### src/rtl/pipeline_pkg.sv
// Shared definitions for the 5-stage pipeline sequencing logic.
// Holds the controller state encoding, register-address defaults and
// the per-latch control word, including the bubble that every latch loads on flush.
package pipeline_pkg;

  typedef enum logic [1:0] {
    ST_RUN  = 2'd0,
    ST_HALT = 2'd1,
    ST_STEP = 2'd2,
    ST_ERR  = 2'd3
  } state_t;

  localparam int REG_W_DEF = 5;

  // $zero never carries a real dependency, so it never causes a stall.
  localparam logic [REG_W_DEF-1:0] ZERO_REG = '0;

  // Load enable and flush for one pipeline latch. Flush wins over en in the
  // latch itself, and a flushed latch loads all-zero control bits.
  typedef struct packed {
    logic en;
    logic flush;
  } latch_ctl_t;

  localparam latch_ctl_t LATCH_HOLD   = '{en: 1'b0, flush: 1'b0};
  localparam latch_ctl_t LATCH_LOAD   = '{en: 1'b1, flush: 1'b0};
  localparam latch_ctl_t LATCH_BUBBLE = '{en: 1'b1, flush: 1'b1};
  localparam latch_ctl_t LATCH_RESET  = '{en: 1'b0, flush: 1'b1};

endpackage

### src/rtl/hazard_detect.sv
// Load-use hazard detector: a load in EX whose rt feeds the instruction in ID.
// Latency: purely combinational, zero cycles.
// Backpressure: none; the controller decides whether the hazard stalls.
// Ports: id_rs/id_rt (ID sources), ex_rt/ex_MemRead (load in EX) -> load_use.
module hazard_detect
  import pipeline_pkg::*;
#(
  parameter int REG_W = REG_W_DEF
) (
  input  logic [REG_W-1:0] id_rs,
  input  logic [REG_W-1:0] id_rt,
  input  logic [REG_W-1:0] ex_rt,
  input  logic             ex_MemRead,
  output logic             load_use
);

  assign load_use = ex_MemRead
                 && (ex_rt != REG_W'(ZERO_REG))
                 && ((ex_rt == id_rs) || (ex_rt == id_rt));

endmodule

### src/rtl/pipeline_ctrl.sv
// Central sequencer for the 5-stage MIPS pipeline: latch enables/flushes and PC select.
// Latency: enables, flushes and pc_src are combinational; state and counters are registered.
// Backpressure: data-memory wait freezes every latch; timeout after TIMEOUT wait cycles is fatal.
// Ports: clk/reset; hazard inputs (id_rs, id_rt, ex_rt, ex_MemRead); branch (mem_Branch, mem_zero);
//        memory (mem_access, dmem_ready); debug (step_mode, step_pulse); latch controls, pc_src,
//        mem_err (sticky) and stall_cnt (saturating).
module pipeline_ctrl
  import pipeline_pkg::*;
#(
  parameter int REG_W   = REG_W_DEF,
  parameter int TIMEOUT = 255,
  parameter int CNT_W   = 16
) (
  input  logic             clk,
  input  logic             reset,
  input  logic [REG_W-1:0] id_rs,
  input  logic [REG_W-1:0] id_rt,
  input  logic [REG_W-1:0] ex_rt,
  input  logic             ex_MemRead,
  input  logic             mem_Branch,
  input  logic             mem_zero,
  input  logic             mem_access,
  input  logic             dmem_ready,
  input  logic             step_mode,
  input  logic             step_pulse,
  output logic             pc_en,
  output logic             if_id_en,
  output logic             id_ex_en,
  output logic             ex_mem_en,
  output logic             mem_wb_en,
  output logic             if_id_flush,
  output logic             id_ex_flush,
  output logic             ex_mem_flush,
  output logic             mem_wb_flush,
  output logic             pc_src,
  output logic             mem_err,
  output logic [CNT_W-1:0] stall_cnt
);

  localparam int WAIT_W = (TIMEOUT > 1) ? $clog2(TIMEOUT) : 1;

  state_t            state, state_nxt;
  logic [WAIT_W-1:0] wait_cnt;
  logic              load_use;
  logic              advancing;
  logic              freeze;
  logic              branch_taken;
  logic              timeout;
  logic              stall_inc;
  latch_ctl_t        if_id_c, id_ex_c, ex_mem_c, mem_wb_c;

  hazard_detect #(.REG_W(REG_W)) u_hazard (
    .id_rs      (id_rs),
    .id_rt      (id_rt),
    .ex_rt      (ex_rt),
    .ex_MemRead (ex_MemRead),
    .load_use   (load_use)
  );

  // Freeze and timeout only matter while the pipeline is allowed to advance;
  // HALT and ERR already hold every latch.
  assign advancing    = (state == ST_RUN) || (state == ST_STEP);
  assign freeze       = advancing && mem_access && !dmem_ready;
  assign branch_taken = mem_Branch && mem_zero;
  assign timeout      = freeze && (wait_cnt == WAIT_W'(TIMEOUT - 1));
  // A taken branch squashes the load-use pair, so it is not a stall cycle.
  assign stall_inc    = freeze || (advancing && !branch_taken && load_use);

  // Output mux: freeze > branch > load-use > normal flow.
  always_comb begin
    pc_en    = 1'b0;
    pc_src   = 1'b0;
    if_id_c  = LATCH_HOLD;
    id_ex_c  = LATCH_HOLD;
    ex_mem_c = LATCH_HOLD;
    mem_wb_c = LATCH_HOLD;
    if (reset) begin
      // Latches have no reset; bubble them on every reset edge.
      if_id_c  = LATCH_RESET;
      id_ex_c  = LATCH_RESET;
      ex_mem_c = LATCH_RESET;
      mem_wb_c = LATCH_RESET;
    end else if (advancing && !freeze) begin
      pc_en    = 1'b1;
      if_id_c  = LATCH_LOAD;
      id_ex_c  = LATCH_LOAD;
      ex_mem_c = LATCH_LOAD;
      mem_wb_c = LATCH_LOAD;
      if (branch_taken) begin
        pc_src   = 1'b1;
        if_id_c  = LATCH_BUBBLE;
        id_ex_c  = LATCH_BUBBLE;
        ex_mem_c = LATCH_BUBBLE;
      end else if (load_use) begin
        pc_en    = 1'b0;
        if_id_c  = LATCH_HOLD;
        id_ex_c  = LATCH_BUBBLE;
      end
    end
  end

  assign if_id_en     = if_id_c.en;
  assign if_id_flush  = if_id_c.flush;
  assign id_ex_en     = id_ex_c.en;
  assign id_ex_flush  = id_ex_c.flush;
  assign ex_mem_en    = ex_mem_c.en;
  assign ex_mem_flush = ex_mem_c.flush;
  assign mem_wb_en    = mem_wb_c.en;
  assign mem_wb_flush = mem_wb_c.flush;

  always_comb begin
    state_nxt = state;
    case (state)
      ST_RUN: begin
        if (timeout)                 state_nxt = ST_ERR;
        else if (step_mode && !freeze) state_nxt = ST_HALT;
      end
      ST_HALT: begin
        if (!step_mode)       state_nxt = ST_RUN;
        else if (step_pulse)  state_nxt = ST_STEP;
      end
      ST_STEP: begin
        // Stay in STEP until the single advance actually happens.
        if (timeout)      state_nxt = ST_ERR;
        else if (!freeze) state_nxt = ST_HALT;
      end
      default: state_nxt = ST_ERR;
    endcase
  end

  always_ff @(posedge clk) begin
    if (reset) begin
      state     <= step_mode ? ST_HALT : ST_RUN;
      wait_cnt  <= '0;
      mem_err   <= 1'b0;
      stall_cnt <= '0;
    end else begin
      state <= state_nxt;
      if (freeze && !timeout) wait_cnt <= wait_cnt + 1'b1;
      else                    wait_cnt <= '0;
      if (timeout) mem_err <= 1'b1;
      if (stall_inc && (stall_cnt != '1)) stall_cnt <= stall_cnt + 1'b1;
    end
  end

endmodule

### config.mk
export PLATFORM = sky130hd
export DESIGN_NAME = pipeline_ctrl
export DESIGN_NICKNAME = d
export VERILOG_FILES = /design/src/rtl/pipeline_pkg.sv /design/src/rtl/hazard_detect.sv /design/src/rtl/pipeline_ctrl.sv
export SDC_FILE = /design/constraint.sdc
export NUM_CORES = 1
export LEC_CHECK = 0
export ABC_CLOCK_PERIOD_IN_PS = 2800
export CAP_MARGIN = 20
export CELL_PAD_IN_SITES_DETAIL_PLACEMENT = 1
export CELL_PAD_IN_SITES_GLOBAL_PLACEMENT = 1
export CORE_ASPECT_RATIO = 1.5
export CORE_MARGIN = 2
export CORE_UTILIZATION = 35
export CTS_CLUSTER_DIAMETER = 120
export CTS_CLUSTER_SIZE = 28
export DETAILED_ROUTE_END_ITERATION = 10
export GPL_TIMING_DRIVEN = 1
export PLACE_DENSITY = 0.92
export REMOVE_ABC_BUFFERS = 1
export SLEW_MARGIN = 15
export SYNTH_ARGS = -nofsm -noshare
export SYNTH_HDL_FRONTEND = slang
export SYNTH_SLANG_ARGS = --single-unit
### constraint.sdc
create_clock -name clk -period 2.8 [get_ports clk]
set_input_delay 0.56 -clock clk [delete_from_list [all_inputs] [get_ports clk]]
set_output_delay 0.56 -clock clk [all_outputs]
set_load 0.01 [all_outputs]
### Yosys cells after proc, flatten, opt, wreduce, memory -nomap -nowiden

Cells that the tools add are included.

| operators by class | value |
|---|---|
| equal/unequal tests | 9 |
| reductions and logical operators | 23 |
| add/subtract/negate cells | 2 |
| mux-type cells | 29 |
| bitwise gates (word level) | 1 |

Operator list:

| kind | number |
|---|---|
| 2-bit 2-to-1 mux | 17 |
| 16-bit by 1-bit adder with 16-bit output, second input constant | 1 |
| 16-bit inequality test, second input constant | 1 |
| 1-bit logical AND | 12 |
| 1-bit 2-to-1 mux | 11 |
| 5-bit == test | 2 |
| 8-bit by 1-bit adder with 8-bit output, second input constant | 1 |
| 8-bit == test, second input constant | 1 |
| 4-bit inequality test, second input constant | 2 |
| 2-bit one-hot mux with 3 select lines | 1 |
| 5-bit nonzero test | 1 |
| 1-bit logical NOT | 4 |
| 4-bit by 3-bit inequality test with 1-bit output, second input constant | 1 |
| 1-bit logical OR | 3 |
| 3-bit AND reduction | 1 |
| 2-bit by 1-bit == test with 1-bit output, second input constant | 1 |
| 2-bit == test, second input constant | 1 |
| 2-bit logical NOT | 1 |
| 2-bit OR reduction | 1 |
| 1-bit NOT | 1 |

| word-level totals | value |
|---|---|
| register bits after elaboration | 27 |
| output and inout bits | 27 |
| word-level logic and storage cells | 68 |

### Depth between registers and ports, before layout

Gate-level depths: netlist of the first run.

| logic depth | value |
|---|---|
| word-level depth | 10 |
| gate-level depth with buffers | 8 |
| mapped depth without buffers | 7 |

### By module

A second synthesis of the first run with hierarchy kept.

| second synthesis, totals | value |
|---|---|
| cell total of the unflattened synthesis | 176 |
| area total of the unflattened synthesis | 1520.2 um^2 |

Modules (own cells, without submodules):

| module | seq. area each (um^2) | area an instance (um^2) | cells each | instances |
|---|---|---|---|---|
| pipeline_ctrl | 560.5 | 1395.1 | 159 | 1 |
| hazard_detect | 0.0 | 125.1 | 17 | 1 |

### Least setup slack after synthesis of the first run

Ideal clock, no wire load.

| path | value |
|---|---|
| path kind | in2out |
| start | input dmem_ready |
| end | output pc_en |
| cell stages on the path | 5 |
| data required time | 2.240 ns |
| path buffers | 1 |
| arrival | 1.876 ns |
| path slack | 0.364 ns |
| path through | nand2b_1 nor2b_1 nor2b_1 a21boi_0 buf_4 |

| on the way | value |
|---|---|
| cells in the longest elaborated chain, start to end | 6 |

Ends and longest elaborated chain:

| element | line | text |
|---|---|---|
| from (decl) | pipeline_ctrl.sv:23 | `input logic dmem_ready,` |
| 1-bit logical NOT | pipeline_ctrl.sv:63 | `assign freeze = advancing && mem_access && !dmem_ready;` |
| 1-bit logical AND | pipeline_ctrl.sv:63 |  |
| 1-bit logical NOT | - |  |
| 1-bit logical AND | pipeline_ctrl.sv:83 | `end else if (advancing && !freeze) begin` |
| 1-bit 2-to-1 mux | pipeline_ctrl.sv:83 |  |
| 1-bit 2-to-1 mux | pipeline_ctrl.sv:77 | `if (reset) begin` |
| to (decl) | pipeline_ctrl.sv:26 | `output logic pc_en,` |

No other way between the ends.

### Worst setup path after layout of the first run

| path | value |
|---|---|
| start | input dmem_ready |
| end | output if_id_flush |

| on the way | value |
|---|---|
| cells in the longest elaborated chain, start to end | 6 |

Ends and longest elaborated chain:

| element | line | text |
|---|---|---|
| 1-bit logical NOT | pipeline_ctrl.sv:63 |  |
| 1-bit logical AND | pipeline_ctrl.sv:63 |  |
| 1-bit logical NOT | - |  |
| 1-bit logical AND | pipeline_ctrl.sv:83 |  |
| 2-bit 2-to-1 mux | pipeline_ctrl.sv:83 |  |
| 2-bit 2-to-1 mux | pipeline_ctrl.sv:77 |  |
| to (decl) | pipeline_ctrl.sv:31 | `output logic if_id_flush,` |

No other way between the ends.

==> results of run 1 <==
-- worst max-delay path by stage --
| stage | start | to | slack [ps] | depth (start not counted) |
|---|---|---|---|---|
| floorplan | dmem_ready | if_id_en | 200 | 4 |
| global placement | ex_rt[0] | pc_en | -320 | 6 |
| detailed placement | ex_rt[0] | pc_en | -380 | 6 |
| CTS | ex_rt[0] | pc_en | -110 | 7 |
| global route | dmem_ready | if_id_flush | -10 | 6 |
| finish | dmem_ready | if_id_flush | 70 | 6 |
-- layout by cell type (no fill, tap or decap), types with 2 or more instances in the layout --
| cell type | n |
|---|---|
| sky130_fd_sc_hd__nand2_1 | 12 |
| sky130_fd_sc_hd__clkdlybuf4s50_1 | 43 |
| sky130_fd_sc_hd__nand2b_1 | 2 |
| sky130_fd_sc_hd__nand4_1 | 4 |
| sky130_fd_sc_hd__edfxtp_1 | 2 |
| sky130_fd_sc_hd__buf_4 | 14 |
| sky130_fd_sc_hd__and3_1 | 9 |
| sky130_fd_sc_hd__dfxtp_1 | 25 |
| sky130_fd_sc_hd__a21oi_1 | 5 |
| sky130_fd_sc_hd__clkbuf_8 | 3 |
| sky130_fd_sc_hd__nor3_1 | 3 |
| sky130_fd_sc_hd__nor3_2 | 2 |
| sky130_fd_sc_hd__xor2_1 | 27 |
| sky130_fd_sc_hd__xnor2_1 | 3 |
| sky130_fd_sc_hd__nand3_1 | 14 |
| sky130_fd_sc_hd__o21ai_0 | 4 |
| sky130_fd_sc_hd__dlymetal6s2s_1 | 3 |
| sky130_fd_sc_hd__nand3_2 | 2 |
| sky130_fd_sc_hd__ha_1 | 3 |
| sky130_fd_sc_hd__nor2_1 | 29 |
| sky130_fd_sc_hd__inv_1 | 5 |
| sky130_fd_sc_hd__nor2b_2 | 2 |
-- synth_stat cells, types with 4 or more instances --
library cell	count
sky130_fd_sc_hd__a21oi_1	5
sky130_fd_sc_hd__inv_1	5
sky130_fd_sc_hd__nand2_1	12
sky130_fd_sc_hd__nand3_1	14
sky130_fd_sc_hd__o21ai_0	4
sky130_fd_sc_hd__nor2_1	30
sky130_fd_sc_hd__buf_4	5
sky130_fd_sc_hd__nand4_1	4
sky130_fd_sc_hd__nor3_1	5
sky130_fd_sc_hd__dfxtp_1	25
sky130_fd_sc_hd__and3_1	9
sky130_fd_sc_hd__xor2_1	27
-- sequential cells by signal, indices dropped and copies added (netlist names) --
| signal | cells |
|---|---|
| wait_cnt | 8 |
| state | 2 |
| mem_err | 1 |
| stall_cnt | 16 |
-- final cells by class --
type,count,share of cell area [%]
Multi-Input combinational cell,137,40.73
Timing Repair Buffer,64,27.79
Sequential cell,27,25.88
Tap cell,46,2.657
Clock buffer,4,2.080
Inverter,5,0.8666
-- kinds of logic after synthesis --
family          share of synthesized area, %
compound gates                         7.957
xor+xnor                               17.59
fa+ha+maj                              2.513
buf+inv                                5.444
flops                                  37.52
simple gates                           28.98
-- metrics by stage --
step           total power [W]  utilization [%]  setup TNS, ps  setup WS (ps)
3_3_place_gp         0.0005623            49.84         -897.0         -324.2
5_1_grt              0.0008180            51.90         -10.70         -10.70
4_1_cts              0.0007891            51.54         -222.8         -114.0
3_5_place_dp         0.0005666            49.84          -1084         -382.4
6_report             0.0007838            51.90              0          65.55
2_1_floorplan        0.0004691                -              0          197.0
-- metal layers --
| metal | track usage (%) | vias to the layer above |
|---|---|---|
| li1 | - | 711 |
| met1 | 20.86 | 711 |
| met2 | 34.61 | 46 |
| met3 | 2.016 | 4 |
| met4 | 3.805 | 0 |
| met5 | 0 | - |
-- power by group through the flow --
stage	Clock (W)	Sequential (W)	Combinational [W]
after floorplan	0	0.000415	0.0000539
after global placement	0	0.000416	0.000146
after detailed placement	0	0.000417	0.000150
after CTS	0.000227	0.000408	0.000154
after global routing	0.000240	0.000410	0.000169
final	0.000221	0.000408	0.000155
-- critical path, cell delays in order --
cell and delay (ps):
sky130_fd_sc_hd__clkdlybuf4s50_1 390, sky130_fd_sc_hd__nand2b_1 160, sky130_fd_sc_hd__nor2b_2 160, sky130_fd_sc_hd__buf_4 140
sky130_fd_sc_hd__a31o_2 260, sky130_fd_sc_hd__clkdlybuf4s50_1 500
-- what timing repair did --
item / CTS / global route
gates cloned: 0 / 0
pin swaps: 1 / 3
buffers inserted: 1 / 1
endpoints found under the hold margin: 0 / 0
endpoints found under the setup margin: 4 / 4
resized for setup: 11 / 11
==> summary.txt, run 1 <==
Global route
  • Wire length of the first global-routing pass: 7.072 mm
  • Maximum number of pins on one net before global-route repair: 24
  • Vias in the first global route: ~1,500
  • Number of antenna violations at the first check in global routing: 0
  • Final global-route overflow total: 0
  • Combined global-route utilization of all metal layers: 18.16%

Floorplanning
  • Area of the core: around 4200 um2
  • Horizontal die dimension: around 57 um
  • Total die area: 4818 um2
  • Vert. Die Dim: roughly 84 um
  • Std cell rows: 29
  • Starting density of the core: ~36%
  • Number of top-level pins: 51

Drt
  • Routed met3 length: ~190 um
  • WL final: around 4.3 mm
  • Number of search-and-repair iterations in the first detailed-routing pass: 4
  • Antenna Violating Nets Remaining: 0
  • Avg WL per Cell: 15.07 um
  • Iteration-0 DRC Markers: 31
  • Met2 WL: roughly 2.4 mm
  • Top routing layer in use: met4
  • DRC viols: 0
  • Number of vias after detailed routing: 1,472
  • Post-Route M1 WL: between 1.5 and 2 mm
  • Via-to-Cell Ratio: roughly 5.2

Timing
  • Max-slew violation total from the final report: 0
  • Max-Slew Margin vs Limit: between 50% and 60%
  • Count of final setup violators: 0
  • Final-report hold violation count: 0
  • Maximum operating frequency: between 0.3 and 0.4 GHz
  • Shortest period the worst path allows: 2734 ps
  • Clock Skew: slightly above 4 ps
  • Final worst-path cycle share: between 90% and 100%
  • Least-Margin Pin Slew: 599.2 ps
  • Hold Slack: between 400 and 500 ps

Power
  • Logic gate share of total power: 19.7%
  • Largest vdd supply drop: roughly 0.25 mV
  • Sw frac: around a quarter
  • Internal power: roughly 0.00059 W
  • Relative contribution of sequential cells to total power: roughly 52%
  • Pwr dens: 361.9 nW/um2
  • Power dissipated by switching net loads: around 0.00020 W
  • Leakage dissipation: between 0.8 and 0.9 nW
  • Share of power burned in the clock network: 28.2%

Run status
  • Outcome: finished clean

Placed design
  • GP Congestion: 0.7583
  • Post-detailed-placement half-perimeter wirelength: 3.160 mm
  • Number of buffers added on ports: 50
  • Total cell area at the placement stage: between 2000 and 2500 um2
  • # placed instances: about 280

Yosys
  • Number of warnings issued by yosys: 0
  • Proportion of register bits with asynchronous set or reset after synthesis: 0%
  • Distinct cells, synth: 33
  • FF+latch count, synth: 27
  • Share of the synthesized area in the top cell type: between 30% and 40%
  • Post-synth design cell area: roughly 1500 um2
  • Fraction of the yosys area taken by sequential cells: between 30% and 40%
  • Number of enable flip-flop cells after synthesis: 2
  • Yosys top cell by area: sky130_fd_sc_hd__dfxtp_1
  • Synthesized area per cell: approximately 8.4 um2
  • Count of mapped cells out of synthesis: ~180
  • Cell types occupying the most area after synthesis: sky130_fd_sc_hd__dfxtp_1, sky130_fd_sc_hd__xor2_1, sky130_fd_sc_hd__nor2_1
  • Main flop type after synthesis: sky130_fd_sc_hd__dfxtp_1

Run
  • Max-cap viol count: 0

Setup path
  • Element type at the critical path end: output port
  • Launch point of the worst reg-to-reg path: stall_cnt[0]
  • Reg-to-Reg End: stall_cnt[14]
  • Top fanout value on the critical path: 3
  • Signal arrival time at the worst endpoint: 2170 ps
  • Critical Path Source Type: input port
  • R2r setup slk: 780 ps
  • Required arrival time at the worst endpoint: 2240 ps
  • Depth of the worst register-to-register path: 7
  • Worst setup path category: input port to output port

Clock tree
  • Sink count of the clock tree: 27
  • TritonCTS clock tree: built
  • Insertion delay of the later-clocked pin in the worst-skew pair: ~270 ps
  • Clk slew on worst S/H paths: ~90 ps
  • CTS root buf: sky130_fd_sc_hd__clkbuf_8
  • Deepest clock path buffer count: 2
  • TritonCTS buffer count: 3
  • Number of hold buffers added after CTS: 0
  • Deepest level of the CTS H-tree: 1

Worst hold path
  • Cell depth of the worst min-delay path: 2
  • Class of the tightest hold or removal check: flip-flop to flip-flop
  • Worst Hold Path EP: mem_err
  • Hold wc startpoint: mem_err

Layout
  • Share of post-route cells with drive strength above 1: 14.35%
  • Net total in the final layout: between 200 and 300
  • FF+latch area: 560.5 um2
  • Area delta synth->final: 44.98%
  • Footprint of the multi-input gates: roughly 880 um2
  • Diode count: 0
  • Number of inserted filler cells in the final layout: 498
  • Non-Filler Instances: around 280
  • Final design area excluding fillers: 2166 um2
No activity file was read; power rests on OpenSTA's default activity.
==> inputs of run 2 (changes only) <==
--- a/config.mk
+++ b/config.mk
@@ -10,7 +10,7 @@
 export CELL_PAD_IN_SITES_DETAIL_PLACEMENT = 1
 export CELL_PAD_IN_SITES_GLOBAL_PLACEMENT = 1
 export CORE_ASPECT_RATIO = 1.5
-export CORE_MARGIN = 2
+export CORE_MARGIN = 10
 export CORE_UTILIZATION = 35
 export CTS_CLUSTER_DIAMETER = 120
 export CTS_CLUSTER_SIZE = 28
==> run 2 against run 1 <==
Worst hold slack got worse by 3.0 ps; clock power barely moved; combinational power barely moved; final cell count fell by 1.1%; clock skew barely moved.
==> summary.txt, run 2 (synthesis gave the netlist of run 1 again) <==
Setup path
  • Critical Path Source Type: input port
  • Depth of the worst register-to-register path: 7
  • R2r setup slk: 770 ps
  • Cell Chain, Critical Path: clkdlybuf4s50_1 -> or4_4 -> o21ai_2 -> nor2_2 -> a21o_1 -> dlygate4sd2_1
  • Master of the slowest instance on the critical path: sky130_fd_sc_hd__or4_4
  • Top fanout value on the critical path: 2
  • Reg-to-Reg End: stall_cnt[10]
  • Element type at the critical path end: output port
  • Signal arrival time at the worst endpoint: approximately 2200 ps
  • Largest stage delay, worst path: roughly 550 ps
  • Required arrival time at the worst endpoint: between 2000 and 2500 ps
  • Launch point of the worst reg-to-reg path: stall_cnt[0]
  • Worst setup path category: input port to output port

Timing
  • Least setup slack across all paths after layout: 24.53 ps
  • Least-Margin Pin Slew: roughly 540 ps
  • Maximum operating frequency: 0.3603 GHz
  • Max-Slew Margin vs Limit: a little under two thirds
  • Final worst-path cycle share: between 90% and 100%
  • Count of final setup violators: 0
  • Final-report hold violation count: 0
  • Fin Setup TNS: 0 ps
  • Setup repair after global routing missed its margin: yes
  • Shortest period the worst path allows: roughly 2800 ps
  • Max-slew violation total from the final report: 0
  • Clock Skew: between 3 and 4 ps
  • Hold Slack: roughly 450 ps

Drt
  • Antenna Violating Nets Remaining: 0
  • WL final: approximately 4.4 mm
  • Number of search-and-repair iterations in the first detailed-routing pass: 4
  • Iteration-0 DRC Markers: 7
  • DRC viols: 0
  • Avg WL per Cell: ~16 um
  • Number of vias after detailed routing: between 1,000 and 1,500
  • Via-to-Cell Ratio: a little over 5

Global route
  • Final global-route overflow total: 0
  • Combined global-route utilization of all metal layers: between 10% and 20%
  • Maximum number of pins on one net before global-route repair: 24
  • Number of antenna violations at the first check in global routing: 0
  • Wire length of the first global-routing pass: about 7.3 mm
  • Vias in the first global route: around 1,500

Layout
  • Register containing the most flip-flops in the final layout: stall_cnt
  • Commonest non-fill, non-tap cell in the layout: sky130_fd_sc_hd__clkdlybuf4s50_1
  • Share of post-route cells with drive strength above 1: 13.68%
  • Area delta synth->final: 43.72%
  • Diode count: 0
  • Commonest cells after routing, fill and taps aside: sky130_fd_sc_hd__clkdlybuf4s50_1, sky130_fd_sc_hd__nor2_1, sky130_fd_sc_hd__xor2_1, sky130_fd_sc_hd__dfxtp_1, sky130_fd_sc_hd__nand3_1
  • Flip-flop count of the largest register, all copies and words added: 16
  • Share of the core filled with cells: between 50% and 60%
  • Registers with the most flip-flops: stall_cnt x16, wait_cnt x8, state x2
  • Net total in the final layout: 262

Placed design
  • Worst setup timing slack at the placement stage: -434.4 ps
  • Number of buffers added on ports: 50
  • Post-detailed-placement half-perimeter wirelength: ~3.5 mm
  • GP Congestion: roughly 0.84

Clock tree
  • TritonCTS clock tree: built
  • Deepest level of the CTS H-tree: 1
  • Deepest clock path buffer count: 2
  • CTS root buf: sky130_fd_sc_hd__clkbuf_8
  • Number of hold buffers added after CTS: 0
  • Insertion delay of the later-clocked pin in the worst-skew pair: about 270 ps
  • TritonCTS buffer count: 3
  • Clk slew on worst S/H paths: 90 ps
  • Sink count of the clock tree: 27

Floorplanning
  • Std cell rows: 29
  • Starting density of the core: about 36%
  • Horizontal die dimension: 73.35 um
  • Number of top-level pins: a little over 50
  • Total die area: 7336 um2
  • Vert. Die Dim: 100.0 um
  • Area of the core: 4173 um2

Run
  • Max-cap viol count: 0

Worst hold path
  • Class of the tightest hold or removal check: flip-flop to flip-flop
  • Cell depth of the worst min-delay path: 2
  • Worst Hold Path EP: mem_err
  • Hold wc startpoint: mem_err

Power
  • Pwr dens: about 360 nW/um2
  • Largest vdd supply drop: 0.2778 mV
  • Leakage dissipation: between 0.8 and 0.9 nW

Run status
  • Outcome: finished clean
## run 2: cell types whose count changed in the layout (fill, tap and decap cells not counted), moves of 2 or more
cell,delta
sky130_fd_sc_hd__clkdlybuf4s50_1,+2
sky130_fd_sc_hd__dlymetal6s2s_1,-3
sky130_fd_sc_hd__dlygate4sd2_1,+2
sky130_fd_sc_hd__buf_4,-3
## run 2: per-layer routing
layer	track usage (%)	share of wire, %	vias up
met1	13.53	42	672
met4	3.885	1.2	0
met3	2.863	6.1	4
met5	0	0	-
met2	21.30	51	43
li1	-	-	708
## run 2: area by class of cell
cell class / count / area (um2)
multi-input combinational: 137 / 889.6
timing repair buffer: 61 / 574.3
clock inverter: 1 / 5.005
inverter: 5 / 18.77
clock buffer: 3 / 41.29
tap: 46 / 57.56
sequential: 27 / 560.5
fill: 497 / 2026
## run 2: critical path, delay by kind of cell
kind	cells	cell delay (ps)
AOI/OAI and AO/OA	2	340
and+or+nand+nor	2	610
buffers and inverters	2	710
## run 2: metrics by stage
| stage | instances | area [um2] | total power (W) |
|---|---|---|---|
| 5_1_grt | 280 | 2147 | 0.0008201 |
| 3_5_place_dp | 276 | 2072 | 0.0005670 |
| 4_1_cts | 280 | 2125 | 0.0007828 |
| 3_3_place_gp | 276 | 2072 | 0.0005630 |
| 2_1_floorplan | 169 | 1431 | 0.0004691 |
| 6_report | 280 | 2147 | 0.0007822 |
## run 2: what timing repair did
action / CTS / global route
pin swaps: 0 / 2
buffers inserted: 0 / 0
gates resized for setup: 10 / 8
endpoints found under the setup margin: 4 / 8
## run 2: how the worst max path moves through the flow
stage               cells past startpoint  slack [ps]          end        from
CTS                                     6         -20        pc_en    ex_rt[0]
floorplan                               4         200     if_id_en  dmem_ready
global route                            8         -20  id_ex_flush    ex_rt[3]
detailed placement                      6        -430     if_id_en    ex_rt[2]
global placement                        6        -340     if_id_en    ex_rt[2]
finish                                  6          20  id_ex_flush    ex_rt[0]
## run 2: power by group
part           internal (W)  total, W  switching, W
Sequential         0.000397  0.000408     0.0000109
Combinational     0.0000874  0.000153     0.0000653
Clock             0.0000996  0.000221      0.000122
Total              0.000584  0.000782      0.000198
